File: config.mk
export PLATFORM = sky130hd
export DESIGN_NAME = branch_sequencer
export DESIGN_NICKNAME = d
export VERILOG_FILES = /design/src/rtl/branch_sequencer_pkg.sv /design/src/rtl/branch_sequencer_pc_reg.sv /design/src/rtl/branch_sequencer.sv
export SDC_FILE = /design/constraint.sdc
export NUM_CORES = 1
export LEC_CHECK = 0
export CORE_MARGIN = 2
export CORE_UTILIZATION = 30
export CTS_CLUSTER_SIZE = 12
export DETAILED_ROUTE_END_ITERATION = 7
export GPL_TIMING_DRIVEN = 1
export PLACE_DENSITY = 0.47
export SYNTH_ARGS = -nofsm -noshare
export SYNTH_HDL_FRONTEND = slang
export SYNTH_SLANG_ARGS = --single-unit
export TNS_END_PERCENT = 1
File: constraint.sdc
create_clock -name clk -period 2.7 [get_ports clk]
set_clock_uncertainty 0.15 [all_clocks]
set_input_delay 0.675 -clock clk [delete_from_list [all_inputs] [get_ports clk]]
set_output_delay 0.675 -clock clk [all_outputs]
set_load 0.02 [all_outputs]
File: src/rtl/branch_sequencer_pkg.sv
// Shared types and constants for the conditional-branch sequencer slice.
package branch_sequencer_pkg;

  localparam int unsigned PC_W_DEF  = 32;
  localparam int unsigned IMM_W_DEF = 19;

  typedef enum logic [2:0] {
    ST_IDLE   = 3'd0,
    ST_EVAL   = 3'd1,
    ST_HOLD   = 3'd2,
    ST_ADD    = 3'd3,
    ST_COMMIT = 3'd4
  } state_t;

  localparam logic [1:0] COND_ZR = 2'b00;
  localparam logic [1:0] COND_NZ = 2'b01;
  localparam logic [1:0] COND_PL = 2'b10;
  localparam logic [1:0] COND_MI = 2'b11;

endpackage

File: src/rtl/branch_sequencer_pc_reg.sv
// Program counter register: synchronous active-low clear, increment, target load.
module pc_reg #(
  parameter int unsigned     PC_W     = 32,
  parameter logic [PC_W-1:0] RESET_PC = '0
) (
  input  logic            clk,
  input  logic            clr_n,
  input  logic            inc,
  input  logic            load,
  input  logic [PC_W-1:0] target,
  output logic [PC_W-1:0] pc
);

  always_ff @(posedge clk) begin
    if (!clr_n)
      pc <= RESET_PC;
    else if (load)
      pc <= target;
    else if (inc)
      pc <= pc + {{(PC_W-1){1'b0}}, 1'b1};
  end

endmodule

File: src/rtl/branch_sequencer.sv
// Sequences brzr/brnz/brpl/brmi through EVAL/HOLD/ADD/COMMIT and owns the PC.
module branch_sequencer
  import branch_sequencer_pkg::*;
#(
  parameter int unsigned     PC_W     = PC_W_DEF,
  parameter int unsigned     IMM_W    = IMM_W_DEF,
  parameter logic [PC_W-1:0] RESET_PC = '0
) (
  input  logic             clk,
  input  logic             clr_n,
  input  logic             start,
  input  logic [1:0]       cond,
  input  logic [IMM_W-1:0] imm,
  input  logic             pc_inc,
  input  logic             con_out,
  output logic [1:0]       cond_sel,
  output logic             gra_out,
  output logic             con_in,
  output logic             busy,
  output logic             done,
  output logic             taken,
  output logic [PC_W-1:0]  pc
);

  state_t           state;
  logic [IMM_W-1:0] imm_r;
  logic [PC_W-1:0]  target_r;
  logic [PC_W-1:0]  imm_ext;
  logic             pc_step;
  logic             pc_load;

  assign imm_ext = {{(PC_W-IMM_W){imm_r[IMM_W-1]}}, imm_r};
  // start has priority over a same-cycle fetch increment
  assign pc_step = (state == ST_IDLE) && !start && pc_inc;
  assign pc_load = (state == ST_COMMIT) && taken;

  pc_reg #(
    .PC_W     (PC_W),
    .RESET_PC (RESET_PC)
  ) u_pc_reg (
    .clk    (clk),
    .clr_n  (clr_n),
    .inc    (pc_step),
    .load   (pc_load),
    .target (target_r),
    .pc     (pc)
  );

  // Outputs are set on entry to each state so they are registered, not decoded.
  always_ff @(posedge clk) begin
    if (!clr_n) begin
      state    <= ST_IDLE;
      cond_sel <= '0;
      imm_r    <= '0;
      target_r <= '0;
      gra_out  <= 1'b0;
      con_in   <= 1'b0;
      busy     <= 1'b0;
      done     <= 1'b0;
      taken    <= 1'b0;
    end else begin
      case (state)
        ST_IDLE: begin
          if (start) begin
            cond_sel <= cond;
            imm_r    <= imm;
            gra_out  <= 1'b1;
            con_in   <= 1'b1;
            busy     <= 1'b1;
            state    <= ST_EVAL;
          end
        end
        ST_EVAL: begin
          con_in <= 1'b0;
          state  <= ST_HOLD;
        end
        ST_HOLD: begin
          gra_out <= 1'b0;
          state   <= ST_ADD;
        end
        ST_ADD: begin
          target_r <= pc + imm_ext;
          taken    <= con_out;
          done     <= 1'b1;
          state    <= ST_COMMIT;
        end
        ST_COMMIT: begin
          done  <= 1'b0;
          busy  <= 1'b0;
          state <= ST_IDLE;
        end
        default: begin
          gra_out <= 1'b0;
          con_in  <= 1'b0;
          busy    <= 1'b0;
          done    <= 1'b0;
          state   <= ST_IDLE;
        end
      endcase
    end
  end

endmodule

==> results of run 1 <==
[cells in the mapped netlist, drive strengths merged (5+ instances only)]
master	number
dfxtp	93
or2	5
ha	32
a21o	22
and3	7
nand2	134
a31oi	14
o21ai	42
inv	13
a21oi	94
clkbuf	39
xnor2	17
a221oi	9
o211ai	7
o21bai	6
o31ai	6
nor4	7
nor2	60
nor3	20
a211oi	10
nand3	26
xor2	14
nand4	21
[path summary, 6_finish.rpt]
kind / slack (ns) / startpoint / end / cells past startpoint
setup / recovery: 0.005 / u_pc_reg.pc[4] / u_pc_reg.pc[31] / 8
hold / removal: 0.30 / target_r[19] / u_pc_reg.pc[19] / 2
setup reg to reg: 0.005 / u_pc_reg.pc[4] / u_pc_reg.pc[31] / 8
hold reg to reg: 0.30 / target_r[19] / u_pc_reg.pc[19] / 2
[metal layers]
metal	vias up	track usage (%)	share of wire [%]	wire (um)
li1	3030	-	-	-
met1	2939	27.45	46	9476
met2	207	33.57	45	9262
met3	45	3.611	5.4	1110
met4	0	8.368	3.2	660
met5	-	0	0	0
[what timing repair did]
item,in CTS,in global routing
pin swaps,2,4
endpoints found under the setup margin,8,18
buffers inserted,0,0
resized for setup,8,26
[cell families after synthesis]
logic type	share of synthesized area, %
mux	0.3749
fa+ha+maj	7.409
xor+xnor	4.785
simple gates	25.53
compound gates	25.51
flops	32.81
buf+inv	3.572
[area by class of cell]
class | count | share of cell area (%)
clock buffer | 12 | 3.298
clock inverter | 4 | 0.9009
inverter | 14 | 0.6757
multi-input combinational | 611 | 48.34
sequential | 93 | 24.07
tap | 234 | 3.764
timing repair buffer | 170 | 18.95
[critical path, cell delays in order, from the launching register on]
cell	delay, ns
dfxtp_1	0.35
buf_4	0.15
nand2_1	0.09
or4_4	0.53
or2_4	0.29
nor3_2	0.19
or4b_1	0.47
xor2_1	0.17
a211oi_2	0.22
[where the power goes]
group          switching, mW  internal [mW]  leakage (nW)  total, mW
logic                  0.274          0.205          2.17      0.479
registers             0.0382           1.41         0.757       1.45
clock network          0.578          0.860         0.163       1.44
total                  0.890           2.48          3.09       3.37
[metrics by stage]
step,total power [mW],instances,hold slack [ns]
after global routing,3.502,1138,0.3163
after floorplan,1.728,758,0.2740
final,3.369,1138,0.3041
after global placement,1.948,1122,0.2896
after detailed placement,1.953,1122,0.2976
after CTS,3.397,1138,0.3074
[cell usage in the layout (no fill, tap or decap), drive strengths merged, types with 6 or more instances in the layout]
cell type      synthesis  routed
a211oi                10      10
a21o                  22      22
a21oi                 94      94
a221oi                 9       9
a31oi                 14      14
and3                   7       7
buf                    1     106
clkbuf                39      12
clkdlybuf4s50          0      64
dfxtp                 93      93
ha                    32      32
inv                   13      13
nand2                134     134
nand3                 26      26
nand4                 21      21
nor2                  60      60
nor3                  20      20
nor4                   7       7
o211ai                 7       7
o21ai                 42      42
o21bai                 6       6
o31ai                  6       6
xnor2                 17      17
xor2                  14      14
==> impl_metrics.yaml, run 1 <==
clocking:
  cts_hold_buf: 0
  cts.sinks: 93
  cts_made_buffers: 9
  cts_tree: "done"
  cts_htree_levels: 3
  clk_pin_slew_ns: 0.07
  ctsRootBufferMaster: "clkbuf_16"
  clock_path_buffers: 2
  clock_latency_ns: 0.36
global_route:
  grt_max_degree: 58
  grt_overflow_total: 0
  grt_pass1_wl_mm: 32.29
  grt_usage_pct: 20.74
  grt_pass1_vias: 5969
  antenna_found_initial: 0
finish:
  multiInputGateArea_sq_um: 3760
  diodes: 0
  fillers: 1944
  area_growth_pct: 37.07
  regArea_sq_um: 1872
  fin_util_pct: 41.72
  layout-drive-gt1-share_pct: 18.25
  nets: 958
  final_area_sq_um: 7777
synthesis:
  syn_avg_cell_area_sq_um: 7.486
  synth.cell_area_sq_um: 5674
  synth_edf_count: 0
  synth.largest_area_cell: "dfxtp_1"
  synth_top_area_share_pct: 32.81
  synthFlopType: "dfxtp_1"
  yosysWarnings: 0
  yosysUniqueCellTypes: 58
  netlist_instances: 758
  synthArstFlopShare_pct: 0
  syn-num-nets: 817
  synth.area.top_cells: "dfxtp_1 33%, nand2_1 8.9%, a21oi_1 8.3%"
  ys_seq_area_share_pct: 32.81
  ys_ff_latch: 93
timing:
  finalHoldViolations: 0
  setup_ws_ns: 0.005010
  min_period_over_period_pct: 99.81
  rsz0062_at_grt: "true"
  finalCriticalPeriod_ns: 2.695
  setup_tns_ns: 0
  tightestPinTransition_ns: 0.6806
  fmax_mhz: 371.1
  setup_viol: 0
  slew_violations: 0
  slew_headroom_pct: 54.15
floorplan:
  die_area_sq_um: 20030
  ioPinCount: 65
  die_y_um: 141.5
  initial_core_util_pct: 30.44
  die_w_um: 141.5
  coreArea_sq_um: 18640
  num_rows: 50
place:
  post_dp_cell_area_sq_um: 7311
  gp_congestion: 0.9274
  port-buffer-count: 64
  hpwl_mm: 15.37
  place_ws_ns: -0.1791
critical_path:
  required_ns: 2.83
  worstPathArrival_ns: 2.83
  critPathKind: "flip-flop to flip-flop"
  endpoint_kind: "flip-flop"
  crit_path_max_fanout: 6
  startpoint_type: "flip-flop"
detailed_routing:
  initialDrtViolationCount: 435
  ant_nets: 0
  drc: 0
  vias: 6221
  drt_wl_total_mm: 20.51
  dr.pass1.iters: 7
  routedWlPerCell_um: 18.02
  viasPerCell: 5.467
status:
  status: "complete, no violations"
power_and_ir_drop:
  p_per_area_nw_per_um2: 433.2
  ir_worst_vdd_mv: 0.3074
  p_leak_nw: 3.090
flow_run:
  max_cap_viol_count: 0
min_path:
  hp-class: "flip-flop to flip-flop"
(Power assumes the default switching activity.)
==> run 2: changes to the inputs <==
Settings changed: GPL_TIMING_DRIVEN 1 to 0, PLACE_DENSITY 0.47 to 0.45.
Clock period 2.7 ns to 3.4 ns, I/O delays scaled along.
==> run 2 against run 1 <==
Sequential share of layout area grew 2.7 points. Critical path depth grew 1. Non-clock buffer count shrank 66. Combinational power shrank 30%. Cell count shrank 5.8%. Wire length shrank 1.2%.
==> impl_metrics.yaml, run 2 (synthesis results as in run 1) <==
power_and_ir_drop:
  ir_worst_vdd_mv: 0.2797
  p_per_area_nw_per_um2: 372.5
  p_leak_nw: 2.578
  p_total_mw: 2.593
detailed_routing:
  initialDrtViolationCount: 382
  drc: 0
  viasPerCell: 5.505
  vias: 5901
  routedWlPerCell_um: 18.89
  ant_nets: 0
  drt_wl_total_mm: 20.26
  dr.pass1.iters: 5
critical_path:
  rrSetupSlack_ns: 0.14
  max_stage_delay_ns: 0.43
  required_ns: 3.49
  crit_path_top_delay_cell: "fa_1"
  worstPathArrival_ns: 3.35
  critPathKind: "flip-flop to flip-flop"
  rr_worst_depth: 9
  endpoint_kind: "flip-flop"
  path_common_cell: "o21ai_0"
  crit_path_max_fanout: 8
  path_cells: "ha_1 > fa_1 > a21o_1 > a221oi_4 > o21ai_0 > and4_1 > nor3_1 > o21ai_0 > a221o_1"
  cp_num_buf_inv: 0
  cp_top_family: "compound AO/OA/AOI/OAI gates"
  r2r-start: "u_pc_reg.pc[0]"
  regToRegEndpoint: "target_r[26]"
  startpoint_type: "flip-flop"
clocking:
  clk_pin_slew_ns: 0.08
  ctsRootBufferMaster: "clkbuf_16"
  cts_made_buffers: 9
  clock_latency_ns: 0.36
  cts_hold_buf: 0
  cts.sinks: 93
  cts_htree_levels: 3
  cts_tree: "done"
  clock_path_buffers: 2
  postCtsSetupRepairBufs: 0
min_path:
  min_path_cells: 2
  hp-class: "flip-flop to flip-flop"
  min_to: "target_r[14]"
  hold_start: "target_r[14]"
floorplan:
  initial_core_util_pct: 30.44
  die_y_um: 141.5
  num_rows: 50
  ioPinCount: 65
  die_w_um: 141.5
  coreArea_sq_um: 18640
  die_area_sq_um: 20030
global_route:
  grt_usage_pct: 20.78
  grt_max_degree: 17
  grt_pass1_vias: 5662
  antenna_found_initial: 0
  grt_pass1_wl_mm: 32.17
  grt_overflow_total: 0
status:
  status: "complete, no violations"
finish:
  fin_util_pct: 37.34
  layout-drive-gt1-share_pct: 3.819
  final_area_sq_um: 6960
  area_growth_pct: 22.67
  mostFrequentLayoutCells: "134 x nand2_1, 93 x a21oi_1, 92 x dfxtp_1"
  nets: 892
  diodes: 0
  finalNonFillerCells: 1072
  final_common_cell: "nand2_1"
place:
  place_inst: 1056
  hpwl_mm: 15.33
  post_dp_cell_area_sq_um: 6608
  port-buffer-count: 64
  place_ws_ns: -0.1703
  gp_congestion: 0.8726
flow_run:
  max_cap_viol_count: 0
timing:
  tightestPinTransition_ns: 0.9710
  slew_violations: 0
  setup_viol: 0
  slew_headroom_pct: 34.67
  finalCriticalPeriod_ns: 3.261
  fmax_mhz: 306.7
  min_period_over_period_pct: 95.91
  rsz0062_at_grt: "true"
  setup_ws_ns: 0.1391
  finalHoldViolations: 0
-- run 2: cell types whose count changed in the layout (fill, tap and decap cells not counted), moves of 5 or more --
cell and delta:
buf_4 -103, clkbuf_1 +38, a21oi_1 +6, a21oi_2 -6, ha_1 +6, dfxtp_1 +5
-- run 2: worst max path at each step --
stage	startpoint	end	slack, ns	cells after the start
global route	u_pc_reg.pc[0]	target_r[26]	-0.06	9
global placement	u_pc_reg.pc[0]	target_r[26]	-0.13	9
finish	u_pc_reg.pc[0]	target_r[26]	0.14	9
CTS	u_pc_reg.pc[0]	target_r[29]	0.02	8
detailed placement	u_pc_reg.pc[0]	target_r[26]	-0.17	9
floorplan	u_pc_reg.pc[0]	target_r[20]	0.48	9
-- run 2: stage by stage --
| step | setup TNS [ns] | hold WS [ns] |
|---|---|---|
| after floorplan | 0 | 0.2740 |
| after global placement | -0.8385 | 0.2858 |
| after detailed placement | -0.4384 | 0.2958 |
| after CTS | 0 | 0.3061 |
| after global routing | -0.05503 | 0.3218 |
| final | 0 | 0.3047 |
-- run 2: what timing repair did --
item / 4_1_cts / 5_1_grt
cloned: 0 / 0
resized for setup: 2 / 4
setup endpoints to repair: 4 / 8
-- run 2: area by class of cell --
cell class / instances / area, sq um
plain buffers: 40 / 150.1
clock buffers: 11 / 252.7
clock inverters: 5 / 63.81
fillers: 1972 / 11680
inverters: 14 / 52.55
multi-input cells: 611 / 3645
flip-flops and latches: 93 / 1863
well taps: 234 / 292.8
repair buffers: 64 / 640.6
-- run 2: worst min-delay path, stage by stage (launching register included) --
cell and delay (ns):
dfxtp_1 0.31, nand2_1 0.05, a21oi_1 0.05
-- run 2: layer usage --
metal  share of wire (%)  track usage (%)  vias to the layer above
li1                    -                -                     2906
met1                  49            29.57                     2832
met2                  45            32.81                      142
met3                 3.7            2.396                       21
met4                 1.7            6.789                        0
met5                   0                0                        -
-- run 2: power breakdown --
part | switching, mW | total (mW) | internal (mW)
combinational | 0.216 | 0.334 | 0.118
sequential | 0.0275 | 1.15 | 1.12
clock | 0.489 | 1.11 | 0.620
==> run 3: changes to the inputs <==
Settings changed: GPL_TIMING_DRIVEN 0 to 1, SKIP_LAST_GASP from default to 1.
==> run 3 against run 2 <==
Worst hold slack worse by 0.0029 ns. Clock-buffer cell count decreased by 1. Via count increased by 0.17%. Largest power group unchanged.
==> impl_metrics.yaml, run 3 (synthesis results as in run 1) <==
clocking:
  clock_path_buffers: 2
  cts_made_buffers: 9
  postCtsSetupRepairBufs: 0
  cts.sinks: 93
  cts_resized: 0
  cts_hold_buf: 0
  clk_pin_slew_ns: 0.07
  cts_htree_levels: 3
  cts_tree: "done"
  ctsRootBufferMaster: "clkbuf_16"
  clock_latency_ns: 0.35
detailed_routing:
  vias: 5911
  ant_nets: 0
  dr.pass1.iters: 5
  viasPerCell: 5.499
  wl_met2_mm: 9.188
  highest_layer: "met4"
  routedWlPerCell_um: 18.42
  route.met3.wl_um: 968
  drt_wl_total_mm: 19.80
  initialDrtViolationCount: 418
  drc: 0
  met1_length_mm: 9.269
place:
  port-buffer-count: 64
  hpwl_mm: 14.53
  place_ws_ns: 0.2313
  place_inst: 1059
  gp_congestion: 0.8971
power_and_ir_drop:
  p_leak_nw: 2.756
  ir_worst_vdd_mv: 0.2690
  p_per_area_nw_per_um2: 365.2
finish:
  fillers: 1985
  final_common_cell: "nand2_1"
  mostFrequentLayoutCells: "134 x nand2_1, 94 x a21oi_1, 93 x dfxtp_1"
  layout-drive-gt1-share_pct: 8.442
  diodes: 0
  nets: 895
  finalNonFillerCells: 1075
  area_growth_pct: 25.38
  fin_util_pct: 38.16
critical_path:
  required_ns: 3.53
  worstPathArrival_ns: 3.18
  critPathKind: "flip-flop to flip-flop"
  startpoint_type: "flip-flop"
  endpoint_kind: "flip-flop"
  crit_path_max_fanout: 6
floorplan:
  num_rows: 50
  die_w_um: 141.5
  initial_core_util_pct: 30.44
  die_y_um: 141.5
  coreArea_sq_um: 18640
  ioPinCount: 65
  die_area_sq_um: 20030
timing:
  tightestPinTransition_ns: 0.9091
  min_period_over_period_pct: 89.91
  slew_headroom_pct: 39.39
  slew_violations: 0
  fmax_mhz: 327.1
  finalHoldViolations: 0
  finalCriticalPeriod_ns: 3.057
  setup_viol: 0
  setup_tns_ns: 0
  rsz0062_at_grt: "false"
  setup_ws_ns: 0.3431
global_route:
  grt_usage_pct: 20.23
  antenna_found_initial: 0
  grt_max_degree: 73
  grt_pass1_wl_mm: 31.73
  grt_overflow_total: 0
  grt_pass1_vias: 5753
min_path:
  hp-class: "flip-flop to flip-flop"
status:
  status: "complete, no violations"
flow_run:
  max_cap_viol_count: 0
[run 3: cell types whose count changed in the layout (fill, tap and decap cells not counted), sizes merged]
cell	change
bufinv	+1
clkbuf	-40
clkinv	+4
buf	+42
clkinvlp	-1
inv	-3
[run 3: final cells by class]
type                       instances  area [sq um]  area share (%)
timing repair buffer             107         975.9           13.72
clock buffer                      10         229.0           3.218
clock inverter                     6         87.58           1.231
tap                              234         292.8           4.115
sequential                        93          1862           26.17
inverter                          14         52.55          0.7387
multi-input combinational        611          3615           50.81
[run 3: layer usage]
metal,vias up,GRT usage [%]
met2,180,33.62
met3,26,4.016
met5,-,0
met4,0,4.895
met1,2803,27.05
li1,2902,-
[run 3: through the flow]
step | hold WS [ns] | power, mW | instance area (sq um)
floorplan | 0.2740 | 1.371 | 5674
CTS | 0.3029 | 2.630 | 7114
finish | 0.3018 | 2.598 | 7114
detailed placement | 0.2922 | 1.513 | 6798
global placement | 0.2872 | 1.509 | 6798
global route | 0.3305 | 2.711 | 7114
[run 3: worst paths after layout]
kind / start / end / slack [ns] / cells after the start
max: imm_r[6] / target_r[29] / 0.34 / 8
min: target_r[3] / target_r[3] / 0.30 / 2
max reg2reg: imm_r[6] / target_r[29] / 0.34 / 8
min reg2reg: target_r[3] / target_r[3] / 0.30 / 2
[run 3: where the power goes]
group	switching (mW)	total, mW	internal [mW]
registers	0.0289	1.15	1.12
logic	0.208	0.336	0.128
clock network	0.465	1.11	0.646
[run 3: worst max-delay path: stages, from the launching register on]
cell	delay [ns]
dfxtp_1	0.32
ha_1	0.41
a21oi_1	0.11
o21ai_0	0.36
a21oi_1	0.14
a311oi_1	0.58
a41oi_1	0.35
or4_1	0.47
o211ai_1	0.08
